<file path="src/rtl/muldiv_unit.sv">
// Iterative RISC-V M-extension multiply/divide unit with a start/done handshake.
// Define MULDIV_FAST_MUL_EN to replace the shift-add multiplier with a single-cycle combinational one.
module muldiv_unit #(
    parameter int XLEN = 32
) (
    input  logic            i_clk,
    input  logic            i_rst,
    input  logic            i_start,
    input  logic [2:0]      i_func_3,
    input  logic [XLEN-1:0] i_op_a,
    input  logic [XLEN-1:0] i_op_b,
    input  logic            i_flush,
    output logic            o_ready,
    output logic            o_done,
    output logic [XLEN-1:0] o_result
);

    localparam int CNT_W = $clog2(XLEN);
    localparam logic signed [XLEN-1:0] INT_MIN = {1'b1, {(XLEN-1){1'b0}}};

    typedef enum logic [1:0] {
        S_IDLE,
        S_MUL,
        S_DIV,
        S_DONE
    } state_t;

    state_t              state_q, state_d;
    logic [CNT_W-1:0]    cnt_q, cnt_d;
    logic [XLEN-1:0]     result_q, result_d;
    logic [1:0]          func_lo_q, func_lo_d;
    logic                neg_q, neg_d;
    logic                neg_rem_q, neg_rem_d;
    logic [XLEN-1:0]     opnd_q, opnd_d;
    logic [2*XLEN-1:0]   work_q, work_d;

    function automatic logic [XLEN-1:0] neg_narrow(input logic en, input logic [XLEN-1:0] v);
        return en ? ({XLEN{1'b0}} - v) : v;
    endfunction

    function automatic logic [2*XLEN-1:0] neg_wide(input logic en, input logic [2*XLEN-1:0] v);
        return en ? ({(2*XLEN){1'b0}} - v) : v;
    endfunction

    function automatic logic [XLEN-1:0] mul_select(input logic hi, input logic neg,
                                                   input logic [2*XLEN-1:0] prod);
        logic [2*XLEN-1:0] p;
        p = neg_wide(neg, prod);
        return hi ? p[2*XLEN-1:XLEN] : p[XLEN-1:0];
    endfunction

    function automatic logic [XLEN-1:0] div_select(input logic rem_sel, input logic neg_quo,
                                                   input logic neg_rem, input logic [2*XLEN-1:0] w);
        return rem_sel ? neg_narrow(neg_rem, w[2*XLEN-1:XLEN]) : neg_narrow(neg_quo, w[XLEN-1:0]);
    endfunction

    // Operand decode: signedness, magnitudes and the no-iteration divide cases
    logic signed [XLEN-1:0] op_a_s, op_b_s;
    logic                   a_signed, b_signed, a_neg, b_neg;
    logic [XLEN-1:0]        a_mag, b_mag;
    logic                   div_by_zero, div_ovf;

    assign op_a_s = i_op_a;
    assign op_b_s = i_op_b;

    always_comb begin
        if (i_func_3[2]) begin
            a_signed = ~i_func_3[0];
            b_signed = ~i_func_3[0];
        end else begin
            a_signed = (i_func_3[1:0] != 2'b11);
            b_signed = ~i_func_3[1];
        end
    end

    assign a_neg       = a_signed & op_a_s[XLEN-1];
    assign b_neg       = b_signed & op_b_s[XLEN-1];
    assign a_mag       = neg_narrow(a_neg, i_op_a);
    assign b_mag       = neg_narrow(b_neg, i_op_b);
    assign div_by_zero = (i_op_b == {XLEN{1'b0}});
    assign div_ovf     = i_func_3[2] & ~i_func_3[0] & (op_a_s == INT_MIN) & (op_b_s == '1);

`ifdef MULDIV_FAST_MUL_EN
    logic [2*XLEN-1:0] fast_prod;
    assign fast_prod = {{XLEN{1'b0}}, a_mag} * {{XLEN{1'b0}}, b_mag};
`endif

    // One iteration step; work_q holds {acc, multiplier} for MUL and {remainder, dividend/quotient} for DIV
    logic [XLEN:0]     mul_sum;
    logic [2*XLEN-1:0] mul_next;
    logic [XLEN:0]     div_shift;
    logic [XLEN-1:0]   div_diff;
    logic              div_fits;
    logic [2*XLEN-1:0] div_next;

    always_comb begin
        mul_sum   = {1'b0, work_q[2*XLEN-1:XLEN]} + (work_q[0] ? {1'b0, opnd_q} : {(XLEN+1){1'b0}});
        mul_next  = {mul_sum, work_q[XLEN-1:1]};
        div_shift = {work_q[2*XLEN-1:XLEN], work_q[XLEN-1]};
        div_fits  = (div_shift >= {1'b0, opnd_q});
        div_diff  = div_shift[XLEN-1:0] - opnd_q;
        if (div_fits) begin
            div_next = {div_diff, work_q[XLEN-2:0], 1'b1};
        end else begin
            div_next = {div_shift[XLEN-1:0], work_q[XLEN-2:0], 1'b0};
        end
    end

    always_comb begin
        state_d   = state_q;
        cnt_d     = cnt_q;
        result_d  = result_q;
        func_lo_d = func_lo_q;
        neg_d     = neg_q;
        neg_rem_d = neg_rem_q;
        opnd_d    = opnd_q;
        work_d    = work_q;

        case (state_q)
            S_IDLE: begin
                if (i_start) begin
                    func_lo_d = i_func_3[1:0];
                    neg_d     = a_neg ^ b_neg;
                    neg_rem_d = a_neg;
                    cnt_d     = '0;
                    if (!i_func_3[2]) begin
`ifdef MULDIV_FAST_MUL_EN
                        result_d = mul_select(|i_func_3[1:0], a_neg ^ b_neg, fast_prod);
                        state_d  = S_DONE;
`else
                        opnd_d  = a_mag;
                        work_d  = {{XLEN{1'b0}}, b_mag};
                        state_d = S_MUL;
`endif
                    end else if (div_by_zero) begin
                        result_d = i_func_3[1] ? i_op_a : {XLEN{1'b1}};
                        state_d  = S_DONE;
                    end else if (div_ovf) begin
                        result_d = i_func_3[1] ? {XLEN{1'b0}} : i_op_a;
                        state_d  = S_DONE;
                    end else begin
                        opnd_d  = b_mag;
                        work_d  = {{XLEN{1'b0}}, a_mag};
                        state_d = S_DIV;
                    end
                end
            end
            S_MUL: begin
                work_d = mul_next;
                cnt_d  = cnt_q + CNT_W'(1);
                if (cnt_q == CNT_W'(XLEN-1)) begin
                    result_d = mul_select(|func_lo_q, neg_q, mul_next);
                    state_d  = S_DONE;
                end
            end
            S_DIV: begin
                work_d = div_next;
                cnt_d  = cnt_q + CNT_W'(1);
                if (cnt_q == CNT_W'(XLEN-1)) begin
                    result_d = div_select(func_lo_q[1], neg_q, neg_rem_q, div_next);
                    state_d  = S_DONE;
                end
            end
            default: begin
                state_d = S_IDLE;
            end
        endcase

        // Flush beats everything in flight, including a start in the same cycle
        if (i_flush) begin
            state_d  = S_IDLE;
            cnt_d    = '0;
            result_d = result_q;
        end
    end

    always_ff @(posedge i_clk) begin
        if (i_rst) begin
            state_q  <= S_IDLE;
            cnt_q    <= '0;
            result_q <= '0;
        end else begin
            state_q  <= state_d;
            cnt_q    <= cnt_d;
            result_q <= result_d;
        end
    end

    always_ff @(posedge i_clk) begin
        func_lo_q <= func_lo_d;
        neg_q     <= neg_d;
        neg_rem_q <= neg_rem_d;
        opnd_q    <= opnd_d;
        work_q    <= work_d;
    end

    assign o_ready  = (state_q == S_IDLE);
    assign o_done   = (state_q == S_DONE);
    assign o_result = result_q;

endmodule

</file>
<file path="config.mk">
export PLATFORM = sky130hd
export DESIGN_NAME = muldiv_unit
export DESIGN_NICKNAME = d
export VERILOG_FILES = /design/src/rtl/muldiv_unit.sv
export SDC_FILE = /design/constraint.sdc
export NUM_CORES = 1
export LEC_CHECK = 0
export CORE_MARGIN = 4
export CORE_UTILIZATION = 50
export DETAILED_ROUTE_END_ITERATION = 16
export GPL_ROUTABILITY_DRIVEN = 0
export PLACE_DENSITY_LB_ADDON = 0.05
export SLEW_MARGIN = 20
export SYNTH_ARGS = -nofsm -noshare
export SYNTH_HDL_FRONTEND = slang
export SYNTH_SLANG_ARGS = --single-unit
</file>
<file path="constraint.sdc">
create_clock -name i_clk -period 11.7 [get_ports i_clk]
set_clock_uncertainty 0.05 [all_clocks]
set_input_delay 2.34 -clock i_clk [delete_from_list [all_inputs] [get_ports i_clk]]
set_output_delay 2.34 -clock i_clk [all_outputs]
set_load 0.02 [all_outputs]
</file>
==> results of run 1 <==
final cells by class:
cell class	count	area, um^2
timing repair buffer	125	1200
tap	448	561
sequential	139	3780
inverter	71	267
fill	3139	14700
multi-input combinational	1889	12300
clock inverter	15	146
clock buffer	17	425
through the flow:
| step | area [um^2] | worst slack [ns] | power (mW) |
|---|---|---|---|
| after floorplan | 16900 | 4.72 | 1.36 |
| final | 18700 | 5.20 | 2.25 |
| after global routing | 18700 | 4.76 | 2.36 |
| after global placement | 18100 | 5.02 | 1.66 |
| after detailed placement | 18100 | 4.91 | 1.67 |
| after CTS | 18700 | 5.25 | 2.21 |
synth_stat cells (all sizes together) (21+ instances only):
library cell / instances
inv: 69
nor2: 230
xnor2: 104
nand2b: 21
dfxtp: 39
edfxtp: 100
nand2: 243
xor2: 84
nor3: 64
a22oi: 33
maj3: 25
and2: 23
a31oi: 24
or3: 37
a21oi: 188
a221oi: 49
o211ai: 36
a21o: 26
nand4: 29
o21ai: 167
mux2: 39
nand3: 49
ha: 76
clkbuf: 140
mux2i: 44
a211oi: 30
o31ai: 32
nor4: 29
per-layer routing:
layer	wire, um	global-route usage [%]
met5	0	0
met4	3310	15.7
met3	6930	5.60
met2	28600	53.9
met1	27000	48.0
placed cells by master, fill, tap and decap left out, types with 22 or more instances in the layout:
cell type	count
nand2_1	242
nor2_1	229
a21oi_1	186
o21ai_0	146
xnor2_1	104
clkdlybuf4s50_1	103
edfxtp_1	100
xor2_1	84
ha_1	74
inv_1	67
nor3_1	62
nand3_1	47
a221oi_1	47
mux2i_1	44
mux2_2	39
dfxtp_1	39
or3_1	37
o211ai_1	36
a22oi_1	33
o31ai_1	31
nand4_1	29
nor4_1	28
a211oi_1	28
a21o_1	26
maj3_1	25
and2_1	23
a31oi_1	23
buf_4	22
flip-flops by register name, summed over array words and instances (netlist names):
signal     flops
cnt_q          5
func_lo_q      2
neg_q          1
neg_rem_q      1
o_result      32
opnd_q        32
state_q        2
work_q        64
power by group through the flow:
stage	logic [mW]	registers [mW]	clock network (mW)
6_report	1.06	0.647	0.543
5_1_grt	1.14	0.651	0.568
4_1_cts	1.02	0.643	0.545
3_5_place_dp	1.01	0.654	0
3_3_place_gp	1.01	0.653	0
2_1_floorplan	0.738	0.618	0
worst register-to-register path: stages (launching register included):
cell	delay, ns
edfxtp_1	0.49
ha_1	0.45
a21oi_1	0.25
o21ai_1	0.16
a2111oi_0	0.84
a21o_1	0.30
nand2_2	0.05
buf_4	0.30
inv_2	0.10
buf_4	0.48
mux2_2	0.45
inv_1	0.07
ha_1	0.21
nand4_1	0.18
o41ai_2	0.53
nand4b_1	0.29
o41ai_1	0.46
xnor2_1	0.27
nand2_1	0.15
a311oi_1	0.32
cell families after synthesis:
logic type	count (synthesis)	synth area share [%]
multiplexers	83	5.20
AO/OA/AOI/OAI	705	27.4
AND/OR/NAND/NOR	810	22.8
adder cells (fa/ha/maj)	103	7.33
buffers and inverters	229	5.16
flip-flops	139	22.4
XOR/XNOR	188	9.73
worst max path at each step:
stage	start	end	slack [ns]	cells past startpoint
final	work_q[53]	o_result[30]	5.20	19
after detailed placement	i_op_b[2]	o_result[14]	4.91	14
after global placement	i_op_b[2]	o_result[14]	5.02	14
after floorplan	i_op_a[0]	work_q[0]	4.72	8
after CTS	work_q[53]	o_result[30]	5.25	19
after global routing	work_q[53]	o_result[30]	4.76	19
==> implementation parameters, run 1 <==
Parameter                              Value

Detailed routing
  Average routed wire per standard cell    24.4 um
  Vias per cell    6.77
  Number of DRC violations after detailed routing    0
  Iteration-0 DRC count of the detailed router    2,087
  Total routed wirelength    65.8 mm
  Total number of vias    18,300
  Count of nets left with antenna violations after detail routing    0
  Number of detailed-routing iterations run before antenna repair    6

Pwr
  Worst VDD drop    0.000105 V
  Proportion of total power due to net switching    45.1%
  Power share of the sequential group    28.8%
  Leak pwr    6.64 nW
  Logic gate share of total power    47.0%
  Power spent charging and discharging nets    1.01 mW
  Total power density per cell area    120 nW/um^2
  Internal Power    1.23 mW
  Share of power burned in the clock network    24.2%

Synth
  Post-synthesis cell count    2,257
  Commonest register cell after synthesis    edfxtp_1
  Number of warnings reported in the yosys synthesis log    0
  Proportion of register bits with asynchronous set or reset after synthesis    0%
  EDFF count, synth    100
  Area fraction of the dominant cell type after synthesis    17.7%
  Library cells used by synthesis    89
  Top area cells in the synthesized netlist    edfxtp_1 (18%), ha_1 (5.6%), a21oi_1 (5.5%), nand2_1 (5.4%), xnor2_1 (5.4%)
  Net count of the mapped netlist    2,406
  Seq cells post-synth    139
  Sequential share of the synthesized area    22.4%
  Syn_area_per_cell    7.50 um^2
  Cell area after technology mapping    16,900 um^2
  Cell type contributing the most total cell area after synthesis    edfxtp_1

Placement
  Estimated wirelength of the detail-placed design    50.9 mm
  Cell count after placement    2,672
  Count of buffers from port buffering    104

STA
  Slew Viols, Final    0
  Setup_tns    0 ns
  Max frequency    0.154 GHz
  Final critical path time including I/O delays and setup    6.50 ns
  Slew @ Worst Pin    1.04 ns
  Final cycle utilization of the critical path    55.6%
  Worst slew margin relative to its limit    30.9%
  Setup repair after global routing missed its margin    no
  Final hold violation count    0
  Final-layout worst hold slack    0.412 ns
  Number of setup violations in the final report    0

Setup path
  Worst path bufs/invs    4
  Critical R2R Launch    work_q[53]
  Delay of the slowest critical-path stage    0.84 ns
  Master of the slowest instance on the critical path    a2111oi_0
  Critical path fanouts, max    55
  Endpoint kind of the worst setup timing path    register
  Endpoint of the most critical register-to-register path    o_result[30]
  Internal reg-to-reg setup slack    5.20 ns
  Cells along the critical path    ha_1 -> a21oi_1 -> o21ai_1 -> a2111oi_0 -> a21o_1 -> nand2_2 -> buf_4 -> inv_2 -> buf_4 -> mux2_2 -> inv_1 -> ha_1 -> nand4_1 -> o41ai_2 -> nand4b_1 -> o41ai_1 -> xnor2_1 -> nand2_1 -> a311oi_1
  Data required time at the worst endpoint    12.00 ns
  Count of cells along the worst register-to-register path    19
  CP Launch Type    register
  Critical setup path kind    register to register
  Worst endpoint data arrival time    6.80 ns
  Kind of cell with the highest combined delay on the critical path    compound AO/OA/AOI/OAI gates

Global route
  Wire length of the first global-routing pass    99.8 mm
  Number of antenna violations at the first check in global routing    0
  Via count of the first global-routing pass    16,800
  Global Route Usage Sum    34.9%
  Maximum number of pins on one net before global-route repair    81
  Overflow left after global routing    0

Hold path
  Type of the tightest min-delay check    register to register
  End point of the most critical hold path    cnt_q[4]
  Worst hold path cell count    2
  Hold Crit Start    cnt_q[4]

Clocking
  Clock transition at the registers of the reported paths    0.07 ns
  CTS Sinks    139
  Post-CTS Hold Buffers    0
  Post-cts sizing count    0
  Clock buffer depth    2
  Number of clock buffers inserted by TritonCTS    17
  Number of buffers added for setup after CTS    0
  CTS H-Tree Depth    4
  Clock latency reported for the late side of the worst-skew pair    0.45 ns
  Root cell of the clock tree    clkbuf_16
  CTS tree    done

Floorplan
  Total number of placement rows    67
  Horizontal die dimension    192 um
  Initial Util    50.6%
  Number of ports placed on the die boundary    105
  Die height    192 um
  Core Area    33,400 um^2
  Area enclosed by the die boundary    36,900 um^2

Final layout
  Share of final-layout standard cells stronger than drive strength 1    5.90%
  Antenna diode instance count    0
  Area added between synthesis and finish    10.5%
  Fin cells    2,704
  Net total in the final layout    2,392
  Core Util, Final    55.9%

Outcome
  Outcome    finished clean

Job
  Max Cap Viol    0
No activity file was read; power rests on OpenSTA's default activity.
==> run 2, diff against run 1 <==
- clock period: 11.7 -> 6.7 ns (I/O delays scaled with it)
==> implementation parameters, run 2 (synthesis results as in run 1) <==
Parameter                              Value

Placement
  Count of buffers from port buffering    104
  Dpl cell area    18,200 um^2
  Estimated wirelength of the detail-placed design    52.9 mm

STA
  Slew @ Worst Pin    1.10 ns
  Final hold violation count    0
  Setup_tns    0 ns
  Worst slew margin relative to its limit    24.9%
  Final cycle utilization of the critical path    93.5%
  Final critical path time including I/O delays and setup    6.27 ns
  Max frequency    0.160 GHz
  Slew Viols, Final    0
  Setup repair after global routing missed its margin    no
  Number of setup violations in the final report    0

Setup path
  Critical R2R Launch    work_q[53]
  Endpoint kind of the worst setup timing path    register
  Data required time at the worst endpoint    7.00 ns
  Internal reg-to-reg setup slack    0.43 ns
  Critical path fanouts, max    25
  Endpoint of the most critical register-to-register path    o_result[30]
  Worst endpoint data arrival time    6.57 ns
  Count of cells along the worst register-to-register path    17
  Critical setup path kind    register to register
  CP Launch Type    register

Detailed routing
  Vias per cell    6.81
  Total number of vias    18,500
  Number of DRC violations after detailed routing    0
  Number of detailed-routing iterations run before antenna repair    6
  Iteration-0 DRC count of the detailed router    2,508
  Count of nets left with antenna violations after detail routing    0
  Average routed wire per standard cell    25.1 um
  Total routed wirelength    68.1 mm

Final layout
  Most frequent cells in the layout    nand2_1 (242), nor2_1 (229), a21oi_1 (186)
  Most common cell after layout, fill and taps aside    nand2_1
  Area added between synthesis and finish    11.1%
  Largest register FFs    64
  Layout filler cell count    3,180
  Net total in the final layout    2,399
  Biggest register    work_q
  Final non-filler cell area    18,800 um^2
  Share of final-layout standard cells stronger than drive strength 1    6.14%
  Antenna diode instance count    0

Floorplan
  Initial Util    50.6%
  Horizontal die dimension    192 um
  Die height    192 um
  Number of ports placed on the die boundary    105
  Core Area    33,400 um^2
  Area enclosed by the die boundary    36,900 um^2
  Total number of placement rows    67

Clocking
  Post-CTS Hold Buffers    0
  Post-cts sizing count    0
  CTS Sinks    139
  Number of clock buffers inserted by TritonCTS    17
  CTS tree    done
  Clock transition at the registers of the reported paths    0.07 ns
  Number of buffers added for setup after CTS    0
  Root cell of the clock tree    clkbuf_16
  CTS H-Tree Depth    4
  Clock latency reported for the late side of the worst-skew pair    0.45 ns
  Clock buffer depth    2

Pwr
  Worst VDD drop    0.000198 V
  Total power density per cell area    214 nW/um^2
  Proportion of total power due to net switching    43.7%
  Power spent charging and discharging nets    1.76 mW
  Internal Power    2.27 mW
  Leak pwr    6.70 nW
  Logic gate share of total power    46.3%
  Share of power burned in the clock network    25.6%
  Power share of the sequential group    28.1%

Global route
  GR Layer Usage met2    55.6%
  Via count of the first global-routing pass    17,100
  M1 GR Usage    49.2%
  M3 GR Usage    5.54%
  Grt peak-use layer    met2
  Maximum number of pins on one net before global-route repair    94
  Overflow left after global routing    0
  Number of antenna violations at the first check in global routing    0
  Wire length of the first global-routing pass    103 mm
  Global Route Usage Sum    36.0%

Hold path
  Hold Crit Start    cnt_q[4]
  Type of the tightest min-delay check    register to register
  Worst hold path cell count    2
  End point of the most critical hold path    cnt_q[4]

Outcome
  Outcome    finished clean

Job
  Max Cap Viol    0
[run 2: cell type report]
| type | instances | area, um^2 | area share, % |
|---|---|---|---|
| flip-flops and latches | 139 | 3780 | 20.1 |
| repair buffers | 132 | 1250 | 6.64 |
| clock buffers | 20 | 479 | 2.55 |
| inverters | 71 | 267 | 1.42 |
| well taps | 448 | 561 | 2.98 |
| clock inverters | 12 | 148 | 0.785 |
| multi-input cells | 1889 | 12300 | 65.5 |
[run 2: layer usage]
layer  vias to the layer above  part of all wire [%]
met5                         -                     0
met4                         0                   5.5
met3                       176                    11
met2                      1160                    44
met1                      8727                    40
li1                       8394                     -
[run 2: metrics by stage]
stage | total power, mW | hold WS, ns | instances | utilization (%) | setup WS, ns
after global placement | 2.92 | 0.395 | 2679 | 54.4 | 0.910
final | 4.03 | 0.415 | 2711 | 56.2 | 0.435
after detailed placement | 2.93 | 0.406 | 2679 | 54.4 | 0.674
after CTS | 3.96 | 0.415 | 2711 | 56.2 | 0.595
after floorplan | 2.37 | 0.386 | 2257 | - | 0.717
after global routing | 4.21 | 0.453 | 2711 | 56.2 | 0.128
[run 2: worst max-delay path, stage by stage (launching register included)]
cell and delay (ns):
edfxtp_1 0.48, ha_1 0.44, a21oi_1 0.25, o21ai_1 0.17, a2111oi_0 1.01, a21o_1 0.29, nand2_2 0.26, inv_2 0.45
mux2_2 0.42, inv_1 0.06, ha_1 0.19, nand4_1 0.17, o41ai_2 0.51, nand4b_1 0.28, o41ai_1 0.44, xnor2_1 0.28
nand2_1 0.13, a311oi_1 0.28
[run 2: power groups by stage]
stage | registers [mW] | logic, mW | clock network, mW
floorplan | 1.08 | 1.29 | 0
global placement | 1.14 | 1.77 | 0
detailed placement | 1.14 | 1.79 | 0
CTS | 1.13 | 1.80 | 1.03
global route | 1.14 | 2.00 | 1.07
finish | 1.13 | 1.86 | 1.03
[run 2: worst max path at each step]
stage / slack [ns] / to / start / cells past startpoint
detailed placement: 0.67 / o_result[30] / work_q[53] / 17
global placement: 0.91 / o_result[30] / work_q[53] / 17
finish: 0.43 / o_result[30] / work_q[53] / 17
floorplan: 0.72 / work_q[0] / i_op_a[0] / 8
global route: 0.13 / o_result[30] / work_q[53] / 17
CTS: 0.60 / o_result[30] / work_q[53] / 17
